===== config.mk =====
export PLATFORM = sky130hd
export DESIGN_NAME = fu_logic
export DESIGN_NICKNAME = d
export VERILOG_FILES = /design/src/rtl/fu_logic.sv
export SDC_FILE = /design/constraint.sdc
export NUM_CORES = 1
export LEC_CHECK = 0
export CORE_MARGIN = 5
export CORE_UTILIZATION = 48
export CTS_BUF_LIST = sky130_fd_sc_hd__clkbuf_8 sky130_fd_sc_hd__clkbuf_16
export DETAILED_ROUTE_END_ITERATION = 16
export MAX_ROUTING_LAYER = met4
export PLACE_DENSITY_LB_ADDON = 0.3
export SLEW_MARGIN = 0
export SYNTH_ARGS = -nofsm -noshare
export SYNTH_HDL_FRONTEND = slang
export SYNTH_SLANG_ARGS = --single-unit

===== constraint.sdc =====
create_clock -name clk -period 1.74 [get_ports clk]
set_input_delay 0.348 -clock clk [delete_from_list [all_inputs] [get_ports clk]]
set_output_delay 0.348 -clock clk [all_outputs]
set_load 0.1 [all_outputs]

===== src/rtl/fu_logic.sv =====
// Logic functional unit: one of eight bitwise operations on registered operands,
// completing after a configurable latency and holding its result until queued.
module fu_logic #(
  parameter int DATA_WIDTH = 32,
  parameter int LATENCY    = 1,
  parameter int TAG_WIDTH  = 7,
  parameter int OP_WIDTH   = 3
) (
  input  logic                  clk,
  input  logic                  rst,
  input  logic                  ce,
  output logic                  idle,
  input  logic [OP_WIDTH-1:0]   opcode,
  input  logic [TAG_WIDTH-1:0]  executionTag_in,
  input  logic [DATA_WIDTH-1:0] data_0,
  input  logic [DATA_WIDTH-1:0] data_1,
  output logic [DATA_WIDTH-1:0] result,
  output logic                  done,
  output logic [TAG_WIDTH-1:0]  executionTag_out,
  input  logic                  queued
);

  localparam int CNT_W = $clog2(LATENCY + 1) + 1;
  localparam logic [CNT_W-1:0] LAT_C = CNT_W'(LATENCY);

  typedef enum logic [1:0] {
    S_IDLE = 2'd0,
    S_BUSY = 2'd1,
    S_WAIT = 2'd2
  } state_e;

  state_e                state_q, state_d;
  logic                  idle_reg_q, idle_reg_d;
  logic                  done_q, done_d;
  logic [DATA_WIDTH-1:0] op_a_q, op_a_d;
  logic [DATA_WIDTH-1:0] op_b_q, op_b_d;
  logic [OP_WIDTH-1:0]   opcode_q, opcode_d;
  logic [TAG_WIDTH-1:0]  tag_q, tag_d;
  logic [CNT_W-1:0]      cnt_q, cnt_d;
  logic [DATA_WIDTH-1:0] result_s;

  // Next-state logic for the dispatch / count / wait-for-queue sequence
  always_comb begin
    state_d    = state_q;
    idle_reg_d = idle_reg_q;
    done_d     = 1'b0;
    op_a_d     = op_a_q;
    op_b_d     = op_b_q;
    opcode_d   = opcode_q;
    tag_d      = tag_q;
    cnt_d      = cnt_q;
    case (state_q)
      S_IDLE: begin
        if (ce && idle_reg_q) begin
          op_a_d     = data_0;
          op_b_d     = data_1;
          opcode_d   = opcode;
          tag_d      = executionTag_in;
          cnt_d      = CNT_W'(1);
          idle_reg_d = 1'b0;
          state_d    = S_BUSY;
        end else begin
          state_d = S_IDLE;
        end
      end
      S_BUSY: begin
        // Counter saturates at LATENCY; the done pulse is issued on the same edge
        if (cnt_q == LAT_C) begin
          done_d  = 1'b1;
          state_d = S_WAIT;
        end else begin
          cnt_d = cnt_q + CNT_W'(1);
        end
      end
      S_WAIT: begin
        if (queued) begin
          idle_reg_d = 1'b1;
          state_d    = S_IDLE;
        end else begin
          state_d = S_WAIT;
        end
      end
      default: begin
        idle_reg_d = 1'b1;
        state_d    = S_IDLE;
      end
    endcase
  end

  // State and datapath registers with synchronous reset
  always_ff @(posedge clk) begin
    if (rst) begin
      state_q    <= S_IDLE;
      idle_reg_q <= 1'b1;
      done_q     <= 1'b0;
      op_a_q     <= '0;
      op_b_q     <= '0;
      opcode_q   <= '0;
      tag_q      <= '0;
      cnt_q      <= '0;
    end else begin
      state_q    <= state_d;
      idle_reg_q <= idle_reg_d;
      done_q     <= done_d;
      op_a_q     <= op_a_d;
      op_b_q     <= op_b_d;
      opcode_q   <= opcode_d;
      tag_q      <= tag_d;
      cnt_q      <= cnt_d;
    end
  end

  // Bitwise operation selected by the captured opcode
  always_comb begin
    result_s = '0;
    case (opcode_q)
      3'b000:  result_s = op_a_q & op_b_q;
      3'b001:  result_s = op_a_q | op_b_q;
      3'b010:  result_s = op_a_q ^ op_b_q;
      3'b011:  result_s = ~(op_a_q | op_b_q);
      3'b100:  result_s = op_a_q & ~op_b_q;
      3'b101:  result_s = op_a_q | ~op_b_q;
      3'b110:  result_s = ~(op_a_q ^ op_b_q);
      3'b111:  result_s = op_a_q;
      default: result_s = '0;
    endcase
  end

  // Masking with ce keeps a dispatcher from seeing idle in the cycle it dispatches
  assign idle             = idle_reg_q & ~ce;
  assign done             = done_q;
  assign result           = result_s;
  assign executionTag_out = tag_q;

endmodule


Yosys cells after proc, flatten, opt, wreduce, memory -nomap -nowiden
Index checks and enable logic that the tools add are counted.

Bits in registers: 80. Logic and storage cells: 54.

Add/subtract/negate cells: 1. Equality and inequality tests: 14. Multiplexer cells: 12. Bitwise operators: 11. Reduce and logical (&&, ||, !) cells: 8.

Operator list (number): 32-bit one-hot mux with 8 select lines (1); 32-bit NOT (3); 32-bit AND (2); 32-bit bitwise OR (2); 32-bit XOR (1); 3-bit equality test (second input constant) (4); 2-bit 2-to-1 mux (4); 2-bit inequality test (second input constant) (4); 3-bit by 2-bit equality test with 1-bit output (second input constant) (2); 2-bit one-hot mux with 3 select lines (1); 3-bit AND reduction (2); 2-bit by 1-bit equality test with 1-bit output (second input constant) (2); 1-bit 2-to-1 mux (4); 2-bit one-hot mux with 2 select lines (1); 3-bit by 1-bit equality test with 1-bit output (second input constant) (1); 3-bit zero test (1); 1-bit one-hot mux with 3 select lines (1); 2-bit by 1-bit adder with 2-bit output (second input constant) (1); 2-bit equality test (second input constant) (1); 2-bit zero test (1); 1-bit NOT (2); 2-bit AND reduction (1); 2-bit nonzero test (1); 2-bit OR reduction (1); other kinds (2) (2).

Longest topological paths before layout
Gate-level depths: netlist (run 1).

Word-level depth: 3. Depth in mapped cells: 7. Depth with buffers taken out: 6.

Worst setup path before layout (run 1)
OpenSTA, ideal clock, no wires.

Kind: reg2out. From: reg opcode_q[2]. To: out result[12]. Arrival time: 2437 ps. Required time: 1392 ps. Slack: -1045 ps. Cell stages (with the launch flop): 7. Path through: dfxtp_1 buf_6 buf_6 buf_6 xnor2_1 o32a_1 o21ai_1.

Longest elaborated chain between the ends: 2. Elaborated cells on any way between the ends: 9. Those cells by class: 7 x eq/ne; 1 x mux; 1 x reduce/logical.

RTL lines: start, declared (RTL line 37) `logic [OP_WIDTH-1:0] opcode_q, opcode_d;`; start signal, assigned (RTL line 107) `opcode_q <= opcode_d;`; 3-bit equality test, or another cell as far along (RTL line 116) `case (opcode_q)`; 32-bit one-hot mux with 8 select lines (*) (RTL line 116); end, declared (RTL line 17) `output logic [DATA_WIDTH-1:0] result,`.

Every way passes the cells marked *; elsewhere a longest branch is shown, timed or not.

Worst setup path after layout (run 1)
From: reg opcode_q[2]. To: out result[21].

The elaborated chain is that of the path after synthesis.

==> results_dict.tcl, run 1 <==
set metrics [dict create \
    dp_hpwl_um 13200 \
    number_of_synthesized_flops_with_an_enable_pin 0 \
    io_pins 119 \
    hold_path_class "in -> reg" \
    antenna_left 0 \
    tritoncts.num_buffers 9 \
    grt.busiest_layer "met2" \
    max-vdd-ir-drop_mv 0.815 \
    synthArstFlopShare_pct 0 \
    yosysWarnings 0 \
    min_from "rst" \
    max_clock_freq_ghz 0.413 \
    nNetsFinal 1098 \
    clock_power_share_pct 25.2 \
    finalWorstSetupSlack_ns -0.678 \
    grt.overflow.total 0 \
    report.final.slew_viol_count 0 \
    tightestPinTransition_ns 0.490 \
    critical_path_class "reg -> out" \
    postSynthNetCount 893 \
    cts-root-buf "clkbuf_16" \
    fp.dieH_um 121 \
    period_needed_ns 2.42 \
    power_switching_share_pct 37.4 \
    setup_tns_ns -18.14 \
    insertion_delay_ns 0.35 \
    mappedNetlistArea_sq_um 5940 \
    post_cts_hold_buffer_count 0 \
    max_cap_viol_count 0 \
    post-route-drc-count 0 \
    synth_top_cells_by_count "nand2_1, dfxtp_1, a21oi_1" \
    initial_utilization_pct 49.2 \
    grt_antenna_before_repair 1 \
    route.vias.total 6139 \
    r2r-start "cnt_q[1]" \
    first_global_vias 6687 \
    postRouteWirelength_um 19700 \
    finClkSkew_ns 0.00473 \
    core_sq_um 12100 \
    combinational_group_share_of_total_power_pct 47.8 \
    syn_inst 750 \
    data_required_time_at_the_worst_endpoint_ns 1.39 \
    synth_top_flop_cell "dfxtp_1" \
    relSlewSlack_pct 67.3 \
    post-synth-top-count-cell "nand2_1" \
    pwr_density_cell_nw_per_um2 801 \
    synthesis.area_per_instance_sq_um 7.91 \
    routability_driven_placement_congestion_ratio 0.842 \
    critPathLaunchType "register" \
    sequentialPowerShare_pct 27.1 \
    clkSlewWorstSetupHoldPaths_ns 0.06 \
    drt_pass1_iterations 5 \
    grt_first_pass_wirelength_um 31100 \
    synth_area_leaders "dfxtp_1, ha_1, nand2_1" \
    cts_sinks 80 \
    avgViaCountPerCell 5.44 \
    post_route_cells_drive_above_1_share_pct 38.9 \
    seqCellArea_sq_um 1680 \
    final_min_period_over_clock_period_pct 139 \
    power_leakage_nw 4.00 \
    cp_launch_point "opcode_q[2]" \
    arrival_ns 2.07 \
    die_w_um 121 \
    outcome "finished, violations left" \
    setup_violations 32 \
    internal_power_mw 4.88 \
    ys_seq_elements 80 \
    filler_cell_count 699 \
    sw_pwr_mw 2.91 \
    globalRouteMet2Util_pct 49.3 \
    wire_per_inst_um 17.4 \
    max_fo_critical_path 18 \
    finish.utilization_pct 80.7 \
    rows 40 \
    grt_max_degree 75 \
    synth_cell_type_count 37 \
    timing.critical_path.to_type "output pin" \
    cts_buffer_depth 2 \
    final_std_cells_w_o_fill 1129 \
    violations "negative setup slack" \
    grt.met1_usage_pct 27.6 \
    htreeDepth 3 \
    ys_seq_area_share_pct 27.0 \
    first_iter_violations 374 \
    port_buffers 118 \
    dp_cells 1103 \
    design.die.area_sq_um 14700 \
    synthToLayoutAreaGrowth_pct 64.0 \
    multi_input_comb_area_sq_um 4530 \
    track_usage_pct 27.1 \
    place_ws_ns -0.283 \
    grt_setup_unrepaired "yes" \
    netlist.area_leader.share_pct 27.0 \
    cts_tree "done" \
    yosysTopAreaCell "dfxtp_1" \
    report.final.hold_viol_count 0 \
    grt_util_met3_pct 7.65 \
]
## cells by family after synthesis
logic type	after synthesis	share of synthesized area [%]
mux	34	6.37
fa+ha+maj	65	13.7
compound gates	174	18.7
simple gates	208	15.3
buf+inv	125	9.55
flops	80	27.0
xor+xnor	64	9.44
## what timing repair did
| item | 4_1_cts | 5_1_grt |
|---|---|---|
| gates resized for setup | 102 | 14 |
| pin swaps | 41 | 5 |
| buffers inserted | 7 | 1 |
| endpoints found under the setup margin | 32 | 32 |
| gates cloned | 0 | 1 |
## power groups by stage
| stage | Clock, mW | Sequential, mW | Combinational (mW) |
|---|---|---|---|
| after global routing | 2.06 | 2.12 | 3.94 |
| after floorplan | 0 | 2.22 | 2.07 |
| after CTS | 1.98 | 2.10 | 3.62 |
| after detailed placement | 0 | 2.12 | 3.46 |
| after global placement | 0 | 2.11 | 3.30 |
| final | 1.96 | 2.11 | 3.72 |
## critical path, cell delays in order, from the launching register on
cell	delay (ns)
dfxtp_4	0.48
buf_12	0.20
xor2_1	0.12
mux2_4	0.31
a221o_4	0.43
buf_12	0.17
## area by class of cell
cell class,count,share of cell area (%)
Multi-Input combinational cell,545,46.5
Tap cell,168,2.16
Clock buffer,11,2.60
Inverter,67,2.58
Clock inverter,5,0.489
Sequential cell,80,17.2
Timing Repair Buffer,252,28.4
Antenna cell,1,0.0257
## sequential cells by signal (all words and copies together) (netlist names)
| signal | count |
|---|---|
| op_b_q | 32 |
| opcode_q | 3 |
| executionTag_out | 7 |
| op_a_q | 32 |
| idle_reg_q | 1 |
| state_q | 2 |
| done | 1 |
| cnt_q | 2 |
## path summary, 6_finish.rpt
check,cells past startpoint,to,slack (ns)
setup reg to reg,6,cnt_q[1],0.22
hold / removal,2,state_q[1],0.21
hold reg to reg,2,op_a_q[12],0.49
setup / recovery,5,result[21],-0.68
## per-stage QoR
stage / hold slack, ns / cell area (sq um) / power, mW
finish: 0.211 / 9730 / 7.79
global route: 0.223 / 9730 / 8.13
CTS: 0.210 / 9630 / 7.70
detailed placement: 0.492 / 8910 / 5.57
global placement: 0.461 / 8910 / 5.40
floorplan: 0.449 / 6370 / 4.29
## layout by cell type (no fill, tap or decap), types with 4 or more instances in the layout
cell | netlist | routed
clkbuf_16 | 0 | 10
o21ai_1 | 30 | 28
clkdlybuf4s50_1 | 0 | 76
nand2_1 | 154 | 149
mux2i_1 | 4 | 4
ha_1 | 65 | 40
dfxtp_2 | 0 | 55
and3_1 | 4 | 4
a211oi_1 | 30 | 30
inv_1 | 66 | 39
buf_12 | 0 | 52
ha_4 | 0 | 25
nor3_1 | 4 | 4
dfxtp_1 | 80 | 23
a32oi_2 | 0 | 4
nand2_4 | 0 | 4
xor2_1 | 35 | 35
a21oi_1 | 77 | 75
nor2b_1 | 31 | 30
mux2_2 | 30 | 17
inv_2 | 1 | 30
nor2_1 | 6 | 6
xnor2_1 | 29 | 29
mux2_4 | 0 | 13
a221o_4 | 0 | 25
buf_4 | 1 | 119
## per-layer routing
layer	vias up	part of all wire (%)
met4	0	2.7
met5	-	0
li1	2911	-
met1	2979	39
met2	196	53
met3	53	5.8
Power figures use the tool's default switching activity.
==> inputs of run 2 (changes only) <==
==> constraint.sdc (replaced) <==
create_clock -name clk -period 1.74 [get_ports clk]
set_input_delay 0.348 -clock clk [delete_from_list [all_inputs] [get_ports clk]]
set_output_delay 0.348 -clock clk [all_outputs]
set_load 0.02 [all_outputs]
==> results_dict.tcl, run 2 (same netlist as run 1, synthesis figures left out) <==
set metrics [dict create \
    cts_tree "done" \
    setup_tns_ns -15.22 \
    critPathLaunchType "register" \
    io_pins 119 \
    track_usage_pct 26.6 \
    postRouteWirelength_um 20200 \
    drt_pass1_iterations 5 \
    die_w_um 121 \
    r2r-start "cnt_q[1]" \
    setup.reg_to_reg.worst_slack_ns 0.29 \
    seqCellArea_sq_um 1680 \
    dpl-instance-area_sq_um 8120 \
    design.die.area_sq_um 14700 \
    max_cap_viol_count 0 \
    rows 40 \
    post_route_cells_drive_above_1_share_pct 38.9 \
    crit-reg2reg-capture "cnt_q[0]" \
    cts_sinks 80 \
    tritoncts.num_buffers 9 \
    grt_max_degree 58 \
    final_min_period_over_clock_period_pct 134 \
    first_iter_violations 492 \
    dp_hpwl_um 12200 \
    first_global_vias 6626 \
    wire_per_inst_um 17.5 \
    finClkSkew_ns 0.00413 \
    layout.cells.most_common "nand2_1" \
    timing.hold.worst_endpoint "executionTag_out[0]" \
    nNetsFinal 1125 \
    port_buffers 118 \
    data_required_time_at_the_worst_endpoint_ns 1.39 \
    critical_path_class "reg -> out" \
    grt_first_pass_wirelength_um 30900 \
    power_leakage_nw 3.94 \
    max_fo_critical_path 8 \
    filler_cell_count 769 \
    fp.dieH_um 121 \
    report.final.hold_viol_count 0 \
    outcome "finished, violations left" \
    cts-root-buf "clkbuf_16" \
    core_sq_um 12100 \
    post-route-drc-count 0 \
    final_cell_mix "nand2_1, buf_4, clkdlybuf4s50_1" \
    antennaDiodeCount 0 \
    max_clock_freq_ghz 0.428 \
    clkSlewWorstSetupHoldPaths_ns 0.06 \
    worst_hold_path.num_cells 2 \
    arrival_ns 1.99 \
    report.final.slew_viol_count 0 \
    setup_violations 32 \
    insertion_delay_ns 0.34 \
    hold_path_class "reg -> reg" \
    finalInstanceArea_sq_um 9420 \
    initial_utilization_pct 49.2 \
    violations "negative setup slack" \
    cts_buffer_depth 2 \
    tightestPinTransition_ns 0.433 \
    finalWorstSetupSlack_ns -0.595 \
    grt.overflow.total 0 \
    avgViaCountPerCell 5.51 \
    period_needed_ns 2.34 \
    post_cts_hold_buffer_count 0 \
    timing.critical_path.to_type "output pin" \
    pwr_density_cell_nw_per_um2 749 \
    grt_setup_unrepaired "yes" \
    multi_input_comb_area_sq_um 4250 \
    grt_antenna_before_repair 0 \
    timing.reg2reg.worst_path_depth 5 \
    relSlewSlack_pct 71.1 \
    route.vias.total 6363 \
    routability_driven_placement_congestion_ratio 0.827 \
    max-vdd-ir-drop_mv 0.462 \
    min_from "executionTag_out[0]" \
    htreeDepth 3 \
    antenna_left 0 \
    synthToLayoutAreaGrowth_pct 58.7 \
]
==> run 2: report_power, final <==
group          internal [mW]  total [mW]  switching, mW
Clock                   1.19        2.01          0.821
Combinational           1.55        2.95           1.39
Sequential              2.00        2.10          0.106
Total                   4.73        7.05           2.32
==> run 2: what timing repair did <==
item / 4_1_cts / 5_1_grt
gates resized for setup: 330 / 31
setup buffers: 11 / 11
cloned: 4 / 3
endpoints found under the setup margin: 33 / 32
pin swaps: 57 / 10
==> run 2: through the flow <==
step                      power, mW  util [%]  hold WS, ns  cells  setup slack, ns
after CTS                      6.89      75.8        0.468   1141           -0.524
after global placement         4.41      67.3        0.443   1110           -0.518
final                          7.05      78.1        0.466   1155           -0.595
after detailed placement       4.55      67.3        0.453   1110           -0.579
after global routing           7.40      78.1        0.492   1155           -0.671
after floorplan                3.53         -        0.449    750          -0.0474
==> run 2: worst max-delay path by stage <==
stage / from / to / slack (ns) / depth (start not counted)
after detailed placement: op_a_q[23] / result[23] / -0.58 / 6
after global routing: opcode_q[2] / result[19] / -0.67 / 6
after floorplan: op_b_q[28] / result[28] / -0.05 / 5
after global placement: op_a_q[22] / result[22] / -0.52 / 6
after CTS: opcode_q[2] / result[16] / -0.52 / 6
final: opcode_q[2] / result[19] / -0.60 / 6
==> run 2: critical path: stages, from the launching register on <==
cell and delay (ns):
dfxtp_4 0.41, buf_6 0.15, buf_16 0.15, xnor2_1 0.31, o21ai_1 0.13, a221o_1 0.35
buf_6 0.14
==> run 2: cell type report <==
cell class	count	share of cell area, %
Multi-Input combinational cell	545	45.2
Timing Repair Buffer	279	28.8
Sequential cell	80	17.9
Clock buffer	11	2.68
Inverter	67	2.67
Tap cell	168	2.23
Clock inverter	5	0.585
==> run 2: per-layer routing <==
metal  GRT usage (%)  vias up  part of all wire, %
li1                -     2973                    -
met1            29.5     3046                   39
met2            47.9      273                   51
met3            4.38       71                  6.2
met4            10.2        0                  4.2
met5               -        -                    0
==> inputs of run 3 (changes only) <==
--- a/config.mk
+++ b/config.mk
@@ -5,13 +5,14 @@
 export SDC_FILE = /design/constraint.sdc
 export NUM_CORES = 1
 export LEC_CHECK = 0
+export ABC_AREA = 1
 export CORE_MARGIN = 5
 export CORE_UTILIZATION = 48
 export CTS_BUF_LIST = sky130_fd_sc_hd__clkbuf_8 sky130_fd_sc_hd__clkbuf_16
 export DETAILED_ROUTE_END_ITERATION = 16
-export MAX_ROUTING_LAYER = met4
 export PLACE_DENSITY_LB_ADDON = 0.3
 export SLEW_MARGIN = 0
 export SYNTH_ARGS = -nofsm -noshare
 export SYNTH_HDL_FRONTEND = slang
 export SYNTH_SLANG_ARGS = --single-unit
+export TNS_END_PERCENT = 10
==> results_dict.tcl, run 3 <==
set metrics [dict create \
    rows 40 \
    timing.critical_path.slowest_stage_cell "dfxtp_4" \
    filler_cell_count 908 \
    first_iter_violations 487 \
    synth_top_flop_cell "dfxtp_1" \
    mappedNetlistArea_sq_um 5880 \
    tritoncts.num_buffers 9 \
    wire_per_inst_um 14.9 \
    number_of_synthesized_flops_with_an_enable_pin 0 \
    setup_violations 32 \
    layout.cells.most_common "nand2_1" \
    insertion_delay_ns 0.35 \
    grt.overflow.total 0 \
    final_min_period_over_clock_period_pct 119 \
    post-synth-top-count-cell "nand2_1" \
    final_cell_mix "nand2_1, buf_4, inv_1" \
    synth_cell_type_count 26 \
    grt_setup_unrepaired "yes" \
    sequentialPowerShare_pct 26.4 \
    seqCellArea_sq_um 1620 \
    arrival_ns 1.72 \
    ys_seq_elements 80 \
    timing.hold.worst_endpoint "cnt_q[1]" \
    synthToLayoutAreaGrowth_pct 54.3 \
    sw_pwr_mw 3.12 \
    report.final.slew_viol_count 0 \
    pwr_density_cell_nw_per_um2 922 \
    core_sq_um 12000 \
    r2r-start "state_q[0]" \
    synthArstFlopShare_pct 0 \
    setup.reg_to_reg.worst_slack_ns 0.31 \
    port_buffers 118 \
    route.vias.total 6783 \
    postRouteWirelength_um 19200 \
    syn_inst 906 \
    timing.reg2reg.worst_path_depth 5 \
    worst_hold_margin_ns 0.475 \
    internal_power_mw 5.24 \
    max_clock_freq_ghz 0.484 \
    cts_sinks 80 \
    cp_common_cell "buf_6" \
    synth_top_cells_by_count "nand2_1, inv_1, o21ai_0" \
    power_switching_share_pct 37.3 \
    power.total_mw 8.37 \
    critPathLaunchType "register" \
    cts-root-buf "clkbuf_16" \
    min_from "cnt_q[1]" \
    grt_antenna_before_repair 0 \
    synthesis.area_per_instance_sq_um 6.49 \
    design.die.area_sq_um 14600 \
    post-route-drc-count 0 \
    critical_path_class "reg -> out" \
    die_w_um 121 \
    path_cells "buf_6 -> nor2_4 -> buf_6 -> clkbuf_16 -> nand3_2 -> nand2_1 -> nand2_1 -> nand3_2 -> buf_6" \
    report.final.hold_viol_count 0 \
    yosysTopAreaCell "dfxtp_1" \
    data_required_time_at_the_worst_endpoint_ns 1.39 \
    fp.dieH_um 121 \
    first_global_vias 6356 \
    drt_pass1_iterations 6 \
    clock_power_share_pct 23.5 \
    initial_utilization_pct 49.0 \
    crit_path_max_incr_delay_ns 0.36 \
    hold_path_class "reg -> reg" \
    period_needed_ns 2.07 \
    max_fo_critical_path 4 \
    synth_area_leaders "dfxtp_1, ha_1, nand2_1" \
    crit-reg2reg-capture "op_a_q[12]" \
    post_cts_hold_buffer_count 0 \
    routability_driven_placement_congestion_ratio 0.827 \
    finalWorstSetupSlack_ns -0.328 \
    io_pins 119 \
    htreeDepth 3 \
    antennaDiodeCount 0 \
    worst_hold_path.num_cells 2 \
    track_usage_pct 25.6 \
    antenna_left 0 \
    multi_input_comb_area_sq_um 3830 \
    relSlewSlack_pct 81.1 \
    tightestPinTransition_ns 0.280 \
    max-vdd-ir-drop_mv 0.689 \
    outcome "finished, violations left" \
    ys_seq_area_share_pct 27.2 \
    nNetsFinal 1280 \
    clkSlewWorstSetupHoldPaths_ns 0.06 \
    combinational_group_share_of_total_power_pct 50.1 \
    grt_first_pass_wirelength_um 30200 \
    netlist.area_leader.share_pct 27.2 \
    dp_hpwl_um 12500 \
    power_leakage_nw 4.58 \
    timing.critical_path.to_type "output pin" \
    grt_max_degree 63 \
    yosysWarnings 0 \
    violations "negative setup slack" \
    setup_tns_ns -8.11 \
    cts_tree "done" \
    max_cap_viol_count 0 \
    cts_buffer_depth 2 \
    finClkSkew_ns 0.00672 \
    avgViaCountPerCell 5.26 \
    post_route_cells_drive_above_1_share_pct 24.3 \
    postSynthNetCount 1049 \
]
[run 3: metal layers]
metal,vias up,GRT usage [%],share of wire [%]
li1,3442,-,-
met1,3101,31.2,42
met2,202,45.2,50
met3,38,5.19,5.7
met4,0,7.86,2.3
met5,-,0,0
[run 3: per-stage QoR]
step	cells	area [sq um]	setup WS, ns	util [%]
6_report	1289	9080	-0.328	75.6
5_1_grt	1289	9080	-0.393	75.6
3_5_place_dp	1265	8330	-0.352	69.4
2_1_floorplan	906	5880	0.155	-
4_1_cts	1285	8840	-0.279	73.6
3_3_place_gp	1265	8330	-0.333	69.4
[run 3: power groups by stage]
stage	sequential, mW	clock [mW]	combinational, mW
after floorplan	2.24	0	1.94
after global placement	2.22	0	3.66
after detailed placement	2.23	0	3.73
after CTS	2.20	1.98	4.00
after global routing	2.23	2.07	4.59
final	2.21	1.97	4.19
[run 3: final cells by class]
cell class	count	share of cell area, %
clock buffers	10	2.63
clock inverters	6	0.662
inverters	110	4.58
multi-input cells	653	42.2
flip-flops and latches	80	17.8
well taps	147	2.03
repair buffers	283	30.1
[run 3: how the worst max path moves through the flow]
stage                           start  slack, ns          to
after floorplan           opcode_q[2]       0.15  result[15]
after global placement    opcode_q[1]      -0.33   result[1]
after detailed placement  opcode_q[1]      -0.35   result[1]
after CTS                 opcode_q[1]      -0.28   result[6]
after global routing      opcode_q[0]      -0.39   result[7]
final                     opcode_q[0]      -0.33   result[1]
[run 3: logic make-up after synthesis]
family                   Yosys count  share of synthesized area (%)
AND/OR/NAND/NOR                  409                           30.6
multiplexers                      11                           1.87
buffers and inverters            173                           12.1
flip-flops                        80                           27.2
adder cells (fa/ha/maj)           65                           13.8
AO/OA/AOI/OAI                    168                           14.4
[run 3: repair_timing]
item / in CTS / in global routing
pin swaps: 6 / 16
endpoints found under the setup margin: 33 / 32
gates cloned: 2 / 2
gates resized for setup: 225 / 45
buffers inserted: 2 / 2
[run 3: worst max-delay path: cells and delay by family (launching register included)]
kind,cells,cell delay (ns)
buf+inv,4,0.54
flops,1,0.36
simple gates,5,0.47
